`src/rtl/ppu_special_dispatch.sv`:
```
// ppu_special_dispatch: front-end sequencer ahead of the posit core.
// Special/trivial operations are resolved locally. Regular operations are
// issued to the multi-cycle core one at a time. Results leave in order on a
// valid/ready port, and saturating usage counters are kept.

package ppu_pkg;
  localparam int OP_BITS = 2;
  typedef enum logic [OP_BITS-1:0] {
    OP_ADD = 2'd0,
    OP_SUB = 2'd1,
    OP_MUL = 2'd2,
    OP_DIV = 2'd3
  } op_e;
endpackage

module ppu_special_dispatch
  import ppu_pkg::*;
#(
  parameter int N     = 16,
  parameter int CNT_W = 16
) (
  input  logic               clk,
  input  logic               rst_n,
  input  logic               in_valid,
  output logic               in_ready,
  input  logic [OP_BITS-1:0] in_op,
  input  logic [N-1:0]       in_p1,
  input  logic [N-1:0]       in_p2,
  output logic               core_req_valid,
  input  logic               core_req_ready,
  output logic [OP_BITS-1:0] core_req_op,
  output logic [N-1:0]       core_req_p1,
  output logic [N-1:0]       core_req_p2,
  input  logic               core_rsp_valid,
  output logic               core_rsp_ready,
  input  logic [N-1:0]       core_rsp_pout,
  output logic               out_valid,
  input  logic               out_ready,
  output logic [N-1:0]       out_pout,
  output logic               out_special,
  output logic [CNT_W-1:0]   cnt_special,
  output logic [CNT_W-1:0]   cnt_core
);

  localparam logic [N-1:0]     ZERO  = '0;
  localparam logic [N-1:0]     NAR   = {1'b1, {(N-1){1'b0}}};
  localparam logic [N-1:0]     ONE_N = N'(1);
  localparam logic [CNT_W-1:0] ONE_C = CNT_W'(1);

  typedef enum logic [1:0] {S_IDLE, S_ISSUE, S_WAIT, S_RESULT} state_e;

  state_e             r_state;
  state_e             w_next;
  logic               w_is_special;
  logic [N-1:0]       w_special_pout;
  logic [N-1:0]       w_neg_p1;
  logic [N-1:0]       w_neg_p2;
  logic [OP_BITS-1:0] r_op;
  logic [N-1:0]       r_p1;
  logic [N-1:0]       r_p2;
  logic [N-1:0]       r_out_pout;
  logic               r_out_special;
  logic [CNT_W-1:0]   r_cnt_special;
  logic [CNT_W-1:0]   r_cnt_core;

  // Result of an operation that needs no core: NaR dominates, zeros and
  // exact cancellation resolve to the obvious posit.
  function automatic logic [N-1:0] handle_special_or_trivial(
    input logic [OP_BITS-1:0] op,
    input logic [N-1:0]       a,
    input logic [N-1:0]       b
  );
    logic [N-1:0] res;
    res = ZERO;
    if (a == NAR || b == NAR) begin
      res = NAR;
    end else begin
      case (op)
        OP_ADD:  res = (a == ZERO) ? b : ((b == ZERO) ? a : ZERO);
        OP_SUB:  res = (b == ZERO) ? a : ((a == ZERO) ? (~b + ONE_N) : ZERO);
        OP_MUL:  res = ZERO;
        OP_DIV:  res = (b == ZERO) ? NAR : ZERO;
        default: res = ZERO;
      endcase
    end
    return res;
  endfunction

  assign w_neg_p1 = ~in_p1 + ONE_N;
  assign w_neg_p2 = ~in_p2 + ONE_N;

  // Classify the incoming operation and precompute its bypass result.
  always_comb begin
    // NOTE: every always_comb output gets a default first, so no path can
    // leave it unassigned and infer a latch.
    w_is_special   = 1'b0;
    w_special_pout = handle_special_or_trivial(in_op, in_p1, in_p2);
    if (in_p1 == ZERO || in_p1 == NAR || in_p2 == ZERO || in_p2 == NAR) begin
      w_is_special = 1'b1;
    end else begin
      case (in_op)
        OP_ADD:  w_is_special = (in_p2 == w_neg_p1);
        OP_SUB:  w_is_special = (in_p2 == in_p1);
        default: w_is_special = 1'b0;
      endcase
    end
  end

  // State register.
  always_ff @(posedge clk or negedge rst_n) begin
    // NOTE: sequential state uses non-blocking assignments so every flop
    // samples pre-edge values regardless of block ordering.
    if (!rst_n) r_state <= S_IDLE;
    else        r_state <= w_next;
  end

  // Next-state decode: one operation in flight, strictly sequential phases.
  always_comb begin
    w_next = r_state;
    case (r_state)
      S_IDLE:   if (in_valid)       w_next = w_is_special ? S_RESULT : S_ISSUE;
      S_ISSUE:  if (core_req_ready) w_next = S_WAIT;
      S_WAIT:   if (core_rsp_valid) w_next = S_RESULT;
      S_RESULT: if (out_ready)      w_next = S_IDLE;
      default:                      w_next = S_IDLE;
    endcase
  end

  // Operand latch, result capture and saturating counters.
  always_ff @(posedge clk or negedge rst_n) begin
    // NOTE: every datapath flop is reset here, so an operation abandoned by
    // reset leaves no stale operand or result visible on the ports.
    if (!rst_n) begin
      r_op          <= '0;
      r_p1          <= '0;
      r_p2          <= '0;
      r_out_pout    <= '0;
      r_out_special <= 1'b0;
      r_cnt_special <= '0;
      r_cnt_core    <= '0;
    end else begin
      case (r_state)
        S_IDLE: begin
          if (in_valid && w_is_special) begin
            r_out_pout    <= w_special_pout;
            r_out_special <= 1'b1;
          end else if (in_valid) begin
            r_op <= in_op;
            r_p1 <= in_p1;
            r_p2 <= in_p2;
          end
        end
        S_WAIT: begin
          if (core_rsp_valid) begin
            r_out_pout    <= core_rsp_pout;
            r_out_special <= 1'b0;
          end
        end
        S_RESULT: begin
          if (out_ready) begin
            if (r_out_special && r_cnt_special != '1) r_cnt_special <= r_cnt_special + ONE_C;
            if (!r_out_special && r_cnt_core != '1)   r_cnt_core    <= r_cnt_core + ONE_C;
          end
        end
        default: ;
      endcase
    end
  end

  assign in_ready       = (r_state == S_IDLE);
  assign core_req_valid = (r_state == S_ISSUE);
  assign core_rsp_ready = (r_state == S_WAIT);
  assign out_valid      = (r_state == S_RESULT);
  assign core_req_op    = r_op;
  assign core_req_p1    = r_p1;
  assign core_req_p2    = r_p2;
  assign out_pout       = r_out_pout;
  assign out_special    = r_out_special;
  assign cnt_special    = r_cnt_special;
  assign cnt_core       = r_cnt_core;

endmodule

```
`config.mk`:
```
export PLATFORM = sky130hd
export DESIGN_NAME = ppu_special_dispatch
export DESIGN_NICKNAME = d
export VERILOG_FILES = /design/src/rtl/ppu_special_dispatch.sv
export SDC_FILE = /design/constraint.sdc
export NUM_CORES = 1
export LEC_CHECK = 0
export CELL_PAD_IN_SITES_DETAIL_PLACEMENT = 0
export CELL_PAD_IN_SITES_GLOBAL_PLACEMENT = 2
export CORE_MARGIN = 1.5
export CORE_UTILIZATION = 29
export CTS_CLUSTER_SIZE = 28
export DETAILED_ROUTE_END_ITERATION = 12
export GPL_ROUTABILITY_DRIVEN = 0
export PLACE_DENSITY_LB_ADDON = 0.1
export SYNTH_ARGS = -nofsm -noshare
export SYNTH_HDL_FRONTEND = slang
export SYNTH_SLANG_ARGS = --single-unit
```
`constraint.sdc`:
```
create_clock -name clk -period 2.8 [get_ports clk]
set_clock_uncertainty 0.2 [all_clocks]
set_input_delay 0.7 -clock clk [delete_from_list [all_inputs] [get_ports clk]]
set_output_delay 0.7 -clock clk [all_outputs]
set_load 0.02 [all_outputs]
```
Yosys cells after proc, flatten, opt, wreduce, memory -nomap -nowiden. Cells that the tools add are included.

$add $sub $neg: 4. Multiply operators: 0. Divide/modulo/power cells: 0. Magnitude comparators: 0. Eq/ne operators: 17. Shifts and indexed selects: 0. Muxes and demuxes: 21. Bitwise logic cells: 3. Reductions and logical operators: 18.

Operators with widths (number): 16-bit 2-to-1 mux (8); 16-bit by 1-bit adder with 16-bit output, second input constant (4); 16-bit one-hot mux with 4 select lines (1); 16-bit == test (2); 16-bit == test, second input constant (2); 16-bit logical NOT (2); 16-bit != test, second input constant (2); 16-bit inverter (2); 16-bit one-hot mux with 2 select lines (1); 3-bit AND reduction (4); 2-bit 2-to-1 mux (5); 2-bit == test, second input constant (4); 2-bit one-hot mux with 4 select lines (1); 2-bit by 1-bit != test with 1-bit output, second input constant (3); 2-bit by 1-bit == test with 1-bit output, second input constant (2); 2-bit logical NOT (2); 1-bit logical OR (4); 2-bit != test, second input constant (2); 1-bit one-hot mux with 2 select lines (2); 4-bit AND reduction (1); 1-bit logical AND (3); 1-bit 2-to-1 mux (3); 2-bit nonzero test (1); 1-bit logical NOT (1); 1-bit inverter (1).

Register bits after elaboration: 85. Latch bits: 0. Bits in writable memories: 0. ROM bits: 0. Input port bits: 56. Output and inout port bits: 87. Logic and storage cells: 71. Memories: 0.

Logic depth before layout (Yosys ltp). Gate-level depths: netlist of run 1.

Depth after elaboration: 8. Depth in mapped cells: 12. Gate-level depth less buffers: 10.

Worst setup path before layout of run 1. OpenSTA, ideal clock, no wires.

Path type: input port to flip-flop. Start: input port in_p1[3]. End: register r_out_pout[10] (netlist: out_pout[10]). Library setup time: 125 ps. Data arrival time: 3211 ps. Slack: -736 ps. Stages: 10. Buffers on the path: 2. Cells stage by stage: buf_2 -> or4_4 -> nor3_4 -> mux2_2 -> nor3_1 -> o211ai_1 -> nor4_4 -> o21ai_2 -> buf_6 -> mux2_4.

Word-level cells in the longest chain between the ends: 8. Elaborated cells on any way between the ends: 22. Those cells by class: add/sub: 1; eq/ne: 4; mux: 9; bitwise: 1; reduce/logical: 7.

Ends and longest elaborated chain: from (decl) (line 27) `input logic [N-1:0] in_p1,`; 16-bit inverter (tied with other cells) (line 89) `assign w_neg_p1 = ~in_p1 + ONE_N;`; 16-bit by 1-bit adder with 16-bit output / 1-bit logical OR (equally long branches) (line 89, 98); 16-bit == test / 1-bit logical OR (equally long branches) (line 102, 98); 1-bit one-hot mux with 2 select lines / 1-bit logical OR (equally long branches) (line 101, 98); 1-bit 2-to-1 mux (line 98) `if (in_p1 == ZERO || in_p1 == NAR || in_p2 == ZERO || in_p2 == NAR) begin`; 1-bit logical AND (line 144) `if (in_valid && w_is_special) begin`; 2-bit by 1-bit != test with 1-bit output (no line); 3-bit AND reduction (no line); to (signal assigned) (line 145) `r_out_pout <= w_special_pout;`; to (signal assigned) (line 155) `r_out_pout <= core_rsp_pout;`; to (decl) (line 61) `logic [N-1:0] r_out_pout;`.

Several ways; a longest one is shown, not always the timed one. The select of a mux whose other input is x is not followed. A chain may end at the register's enable or synchronous reset.

Worst setup path in the final report of run 1.
Start: input port in_p1[6]. End: register r_p2[9] (netlist: core_req_p2[9]).

Word-level cells in the longest chain between the ends: 8. Elaborated cells on any way between the ends: 14. Those cells by class: add/sub: 1; eq/ne: 3; mux: 2; bitwise: 2; reduce/logical: 6.

Ends and longest elaborated chain: 16-bit inverter (tied with other cells) (line 89); 16-bit by 1-bit adder with 16-bit output / 1-bit logical OR (equally long branches) (line 89, 98); 16-bit == test / 1-bit logical OR (equally long branches) (line 102, 98); 1-bit one-hot mux with 2 select lines / 1-bit logical OR (equally long branches) (line 101, 98); 1-bit 2-to-1 mux (*) (line 98); 1-bit logical AND (*) (line 144); 1-bit inverter (no line) (*); 3-bit AND reduction (no line) (*); to (signal assigned) (line 150) `r_p2 <= in_p2;`; to (decl) (line 60) `logic [N-1:0] r_p2;`.

Every way passes the cells marked *; elsewhere a longest branch is shown, timed or not.

==> flow_metrics.env, run 1 <==
export IMPL_hold_violations=0
export IMPL_reg2reg_depth=9
export IMPL_post_synth_top_count_cell="dfrtp_1"
export IMPL_grt_start_max_net_pins=51
export IMPL_die_w_um=135
export IMPL_htree_num_levels=3
export IMPL_critPathKind="in2reg"
export IMPL_synth_edff_count=0
export IMPL_powerDensity_mw_per_mm2=779
export IMPL_rows=48
export IMPL_drive_gt1_share_pct=30.2
export IMPL_grt_use_met1_pct=28.0
export IMPL_root_buffer="clkbuf_16"
export IMPL_worstMarginPinSlew_ns=0.512
export IMPL_ys_async_sr_fraction_pct=100
export IMPL_cts_buffers=9
export IMPL_firstDrtPassIters=4
export IMPL_switching_share_pct=34.7
export IMPL_p_comb_share_pct=48.8
export IMPL_max_vdd_ir_drop_v=0.000528
export IMPL_required_ns=2.83
export IMPL_p_seq_share_pct=29.4
export IMPL_rsz0062_at_grt="true"
export IMPL_drtAntennaViolNets=0
export IMPL_drv_slew=0
export IMPL_synth_top_area_cell="dfrtp_1"
export IMPL_synth_top_cell_area_share_pct=42.0
export IMPL_vias=4829
export IMPL_synth_cell_types=59
export IMPL_switchingPower_uw=2220
export IMPL_grt_pass1_wl_um=27200
export IMPL_die_area_mm2=0.0182
export IMPL_cts_hold_fix_buffers=0
export IMPL_min_period_ns=3.33
export IMPL_clk_latency_ns=0.34
export IMPL_drt_iter0_markers=226
export IMPL_cp_max_fo=7
export IMPL_grt_usage_pct=19.5
export IMPL_overflow=0
export IMPL_finalSetupViolations=52
export IMPL_syn_to_final_growth_pct=62.2
export IMPL_synth_ff_type="dfrtp_1"
export IMPL_diodes=0
export IMPL_vias_per_cell=4.91
export IMPL_place_hpwl_um=13100
export IMPL_routed_wl_um=17400
export IMPL_cp_end_kind="register"
export IMPL_die_h_um=135
export IMPL_top_usage_layer="met2"
export IMPL_maxCapViolations=0
export IMPL_syn_inst=511
export IMPL_initial_core_util_pct=29.5
export IMPL_cts_buffer_depth=2
export IMPL_ios=143
export IMPL_synthesis_area_mm2=0.00506
export IMPL_fin_ws_ns=-0.534
export IMPL_portBuffers=142
export IMPL_hp_class="in2async"
export IMPL_grt_pass1_vias=4874
export IMPL_avgSynthCellArea_um2=9.90
export IMPL_syn_nets=575
export IMPL_use_met3_pct=3.15
export IMPL_use_met2_pct=29.9
export IMPL_worstPathArrival_ns=3.36
export IMPL_cp_start_kind="primary input"
export IMPL_avgRoutedWirePerCell_um=17.7
export IMPL_p_leak_uw=0.00352
export IMPL_drc=0
export IMPL_finalCritPeriodShare_pct=119
export IMPL_synth_seq_area_share_pct=42.0
export IMPL_synth_seq_cells=85
export IMPL_fin_nets=819
export IMPL_pwr_share_clk_pct=21.8
export IMPL_ys_top_cells_by_count="dfrtp_1, mux2_2, nand2_1, xnor2_1, nor2_1"
export IMPL_p_total_uw=6390
export IMPL_cts_sinks=85
export IMPL_clkTransAtPathRegs_ns=0.06
export IMPL_internal_power_uw=4170
export IMPL_fmax_mhz=300
export IMPL_grt_antenna_before_repair=0
export IMPL_status="finished, violations left"
export IMPL_worst_hold_slack_ns=0.118
export IMPL_fp_coreArea_mm2=0.0172
export IMPL_violations="negative setup slack"
export IMPL_ys_warn_count=0
export IMPL_slew_headroom_pct=65.9
export IMPL_synth_area_top_cells="dfrtp_1, mux2_2, xnor2_1, xor2_1, nand2_1"
export IMPL_cts_tree="yes"
-- flip-flops by register name, indices dropped and copies added, names as in the netlist --
signal       flops
core_req_op      2
cnt_special     16
out_pout        16
cnt_core        16
r_state          2
core_req_p2     16
core_req_p1     16
out_special      1
-- cell families after synthesis --
| group | Yosys count | synth area share (%) |
|---|---|---|
| compound gates | 95 | 12.5 |
| mux | 55 | 12.6 |
| simple gates | 156 | 16.2 |
| buf+inv | 51 | 4.08 |
| fa+ha+maj | 8 | 1.98 |
| flops | 85 | 42.0 |
| xor+xnor | 61 | 10.6 |
-- power groups by stage --
stage / logic (µW) / clock network, µW / registers (µW)
after floorplan: 1100 / 0 / 2330
after global routing: 3320 / 1490 / 1940
final: 3120 / 1390 / 1880
after CTS: 3120 / 1440 / 1880
after global placement: 2830 / 0 / 1890
after detailed placement: 2870 / 0 / 1900
-- cells in the final DEF (no fill, tap or decap), types with 14 or more instances in the layout --
master / count
buf_4: 110
o21ai_0: 19
nand4_1: 19
nand2_1: 38
xor2_1: 23
mux2_2: 42
dfrtp_1: 85
clkdlybuf4s50_1: 129
a22oi_1: 14
inv_1: 16
nand3_1: 17
xnor2_1: 37
nor2_1: 30
-- per-stage QoR --
step	std cells	worst slack [ns]	util [%]	instance area [µm²]	TNS [ns]
floorplan	511	-0.597	-	5100	-27.29
global placement	952	-1.28	43.4	7460	-64.24
detailed placement	952	-1.42	43.4	7460	-69.77
CTS	981	-0.440	46.9	8060	-19.69
global route	984	-0.581	47.8	8210	-28.31
finish	984	-0.534	47.8	8210	-25.99
-- final timing paths --
check                                from         endpoint  slack (ns)
min in group clk             cnt_core[15]     cnt_core[15]        0.30
max reg2reg                cnt_special[5]   cnt_special[7]        0.29
min                                 rst_n      out_pout[6]        0.12
max                              in_p1[6]   core_req_p2[9]       -0.53
max in group asynchronous           rst_n  core_req_p2[14]        1.64
min reg2reg                  cnt_core[15]     cnt_core[15]        0.30
-- layer usage --
layer	up-vias	part of all wire, %
li1	2344	-
met1	2338	48
met2	131	45
met3	16	5.8
met4	0	1.6
met5	-	0
-- critical path: stages --
cell	delay, ns
buf_6	0.09
or4_4	0.56
nor3_4	0.30
buf_6	0.15
a21oi_2	0.05
xnor2_1	0.20
nand4_1	0.24
nor4_4	0.35
buf_4	0.20
nor2_4	0.06
clkbuf_16	0.19
mux2_2	0.27
-- what timing repair did --
| action | 4_1_cts | 5_1_grt |
|---|---|---|
| setup buffers | 13 | 4 |
| hold endpoints to repair | 0 | 0 |
| resized for setup | 53 | 28 |
| pin swaps | 11 | 11 |
| setup endpoints to repair | 52 | 52 |
| cloned | 2 | 1 |
-- final cells by class --
cell class / instances / area (µm²)
Tap cell: 225 / 282
Clock inverter: 5 / 108
Clock buffer: 10 / 229
Timing Repair Buffer: 265 / 2460
Inverter: 18 / 67.6
Fill cell: 1655 / 8970
Sequential cell: 85 / 2130
Multi-Input combinational cell: 376 / 2930
(Power assumes the default switching activity.)
==> run 2: changes to the inputs <==
--- a/config.mk
+++ b/config.mk
@@ -8,9 +8,10 @@
 export CELL_PAD_IN_SITES_DETAIL_PLACEMENT = 0
 export CELL_PAD_IN_SITES_GLOBAL_PLACEMENT = 2
 export CORE_MARGIN = 1.5
-export CORE_UTILIZATION = 29
+export CORE_UTILIZATION = 39
 export CTS_CLUSTER_SIZE = 28
 export DETAILED_ROUTE_END_ITERATION = 12
+export DONT_BUFFER_PORTS = 1
 export GPL_ROUTABILITY_DRIVEN = 0
 export PLACE_DENSITY_LB_ADDON = 0.1
 export SYNTH_ARGS = -nofsm -noshare
==> flow_metrics.env, run 2 (synthesis results as in run 1) <==
export IMPL_vias_per_cell=5.60
export IMPL_worstPathArrival_ns=2.99
export IMPL_grt_start_max_net_pins=86
export IMPL_cp_start_kind="primary input"
export IMPL_ios=143
export IMPL_drc=0
export IMPL_syn_to_final_growth_pct=20.2
export IMPL_p_leak_uw=0.00260
export IMPL_drv_slew=0
export IMPL_fin_nets=622
export IMPL_finalSetupViolations=50
export IMPL_fin_area_mm2=0.00608
export IMPL_final_cell_mix="dfrtp_1, buf_4, mux2_2"
export IMPL_min_period_ns=2.96
export IMPL_setup_tns_ns=-6.28
export IMPL_powerDensity_mw_per_mm2=847
export IMPL_layout_commonest_cell="dfrtp_1"
export IMPL_cp_startpoint="in_p1[6]"
export IMPL_grt_pass1_vias=4125
export IMPL_rows=41
export IMPL_slew_headroom_pct=65.6
export IMPL_die_area_mm2=0.0137
export IMPL_cts_buffer_depth=2
export IMPL_cp_max_fo=8
export IMPL_p_total_uw=5150
export IMPL_drtAntennaViolNets=0
export IMPL_fmax_mhz=338
export IMPL_violations="negative hold slack, negative setup slack"
export IMPL_diodes=0
export IMPL_hold_violations=85
export IMPL_placed_area_mm2=0.00559
export IMPL_place_hpwl_um=11300
export IMPL_rsz0062_at_grt="true"
export IMPL_portBuffers=0
export IMPL_vias=4111
export IMPL_overflow=0
export IMPL_crit_end="core_req_p2[7]"
export IMPL_r2r_start="cnt_special[6]"
export IMPL_maxCapViolations=0
export IMPL_finalCritPeriodShare_pct=106
export IMPL_clk_latency_ns=0.35
export IMPL_grt_antenna_before_repair=0
export IMPL_cts_sinks=85
export IMPL_fp_coreArea_mm2=0.0126
export IMPL_fin_ws_ns=-0.156
export IMPL_grt_usage_pct=22.3
export IMPL_critPathKind="in2reg"
export IMPL_cts_tree="yes"
export IMPL_die_h_um=117
export IMPL_avgRoutedWirePerCell_um=20.6
export IMPL_drive_gt1_share_pct=25.4
export IMPL_layoutNonFillerInstCount=734
export IMPL_dp_cells=708
export IMPL_clkTransAtPathRegs_ns=0.06
export IMPL_fill_cells=1255
export IMPL_drt_iter0_markers=218
export IMPL_status="finished, violations left"
export IMPL_cp_end_kind="register"
export IMPL_required_ns=2.83
export IMPL_reg2reg_slack_ns=0.22
export IMPL_worstMarginPinSlew_ns=0.516
export IMPL_htree_num_levels=3
export IMPL_grt_pass1_wl_um=22600
export IMPL_root_buffer="clkbuf_16"
export IMPL_initial_core_util_pct=40.1
export IMPL_worst_hold_slack_ns=-0.159
export IMPL_firstDrtPassIters=4
export IMPL_hp_class="in2async"
export IMPL_cts_buffers=9
export IMPL_reg2reg_depth=8
export IMPL_max_vdd_ir_drop_v=0.000392
export IMPL_die_w_um=117
export IMPL_r2r_end="cnt_special[7]"
export IMPL_routed_wl_um=15100
run 2: cell types whose count changed in the layout (fill, tap and decap cells not counted), sizes merged:
cell,delta
bufinv,-2
dlymetal6s2s,-4
buf,-60
inv,+1
clkdlybuf4s50,-129
dlygate4sd2,-4
clkbuf,+1
run 2: metrics by stage:
stage                     worst slack, ns  util, %
after floorplan                    -0.597        -
after global placement             -0.788     44.3
after detailed placement           -0.880     44.3
after CTS                          -0.208     47.6
after global routing               -0.269     48.2
final                              -0.156     48.2
run 2: timing repair:
| action | CTS | global route |
|---|---|---|
| setup endpoints to repair | 50 | 52 |
| pin swaps | 5 | 3 |
| setup buffers | 7 | 2 |
| hold endpoints to repair | 85 | 85 |
| gates cloned | 1 | 2 |
| gates resized for setup | 2 | 6 |
run 2: cell type report:
type,instances,area [µm²],area share [%]
clock buffer,11,243,3.99
tap,172,215,3.54
inverter,18,67.6,1.11
sequential,85,2130,35.0
multi-input combinational,376,2770,45.6
clock inverter,4,56.3,0.926
timing repair buffer,68,599,9.86
run 2: worst min path at each step:
stage,from,end,slack [ns]
5_1_grt,rst_n,cnt_special[1],-0.17
4_1_cts,rst_n,r_state[0],-0.17
3_3_place_gp,rst_n,out_pout[6],0.21
6_report,rst_n,out_pout[6],-0.16
2_1_floorplan,rst_n,cnt_core[0],0.20
3_5_place_dp,rst_n,out_pout[6],0.21
run 2: critical path, cell delays in order:
cell and delay [ns]:
or4_4 0.54, nor3_4 0.17, mux2_4 0.33, nor3_4 0.10
o211ai_1 0.15, nor4_4 0.27, buf_4 0.20, nor2_4 0.06
clkbuf_16 0.19, mux2_2 0.27
run 2: per-layer routing:
metal	vias up	part of all wire [%]	track usage [%]
met5	-	0	0
met4	0	2.3	9.48
met3	21	7.6	6.39
met2	141	45	34.3
met1	2019	45	29.4
li1	1930	-	-
run 2: power breakdown:
part           total (µW)  internal [µW]  leakage (µW)  switching [µW]
logic                1530            868       0.00137             657
clock network        1220            719      0.000147             503
registers            2400           1620       0.00108             781
total                5150           3210       0.00260            1940
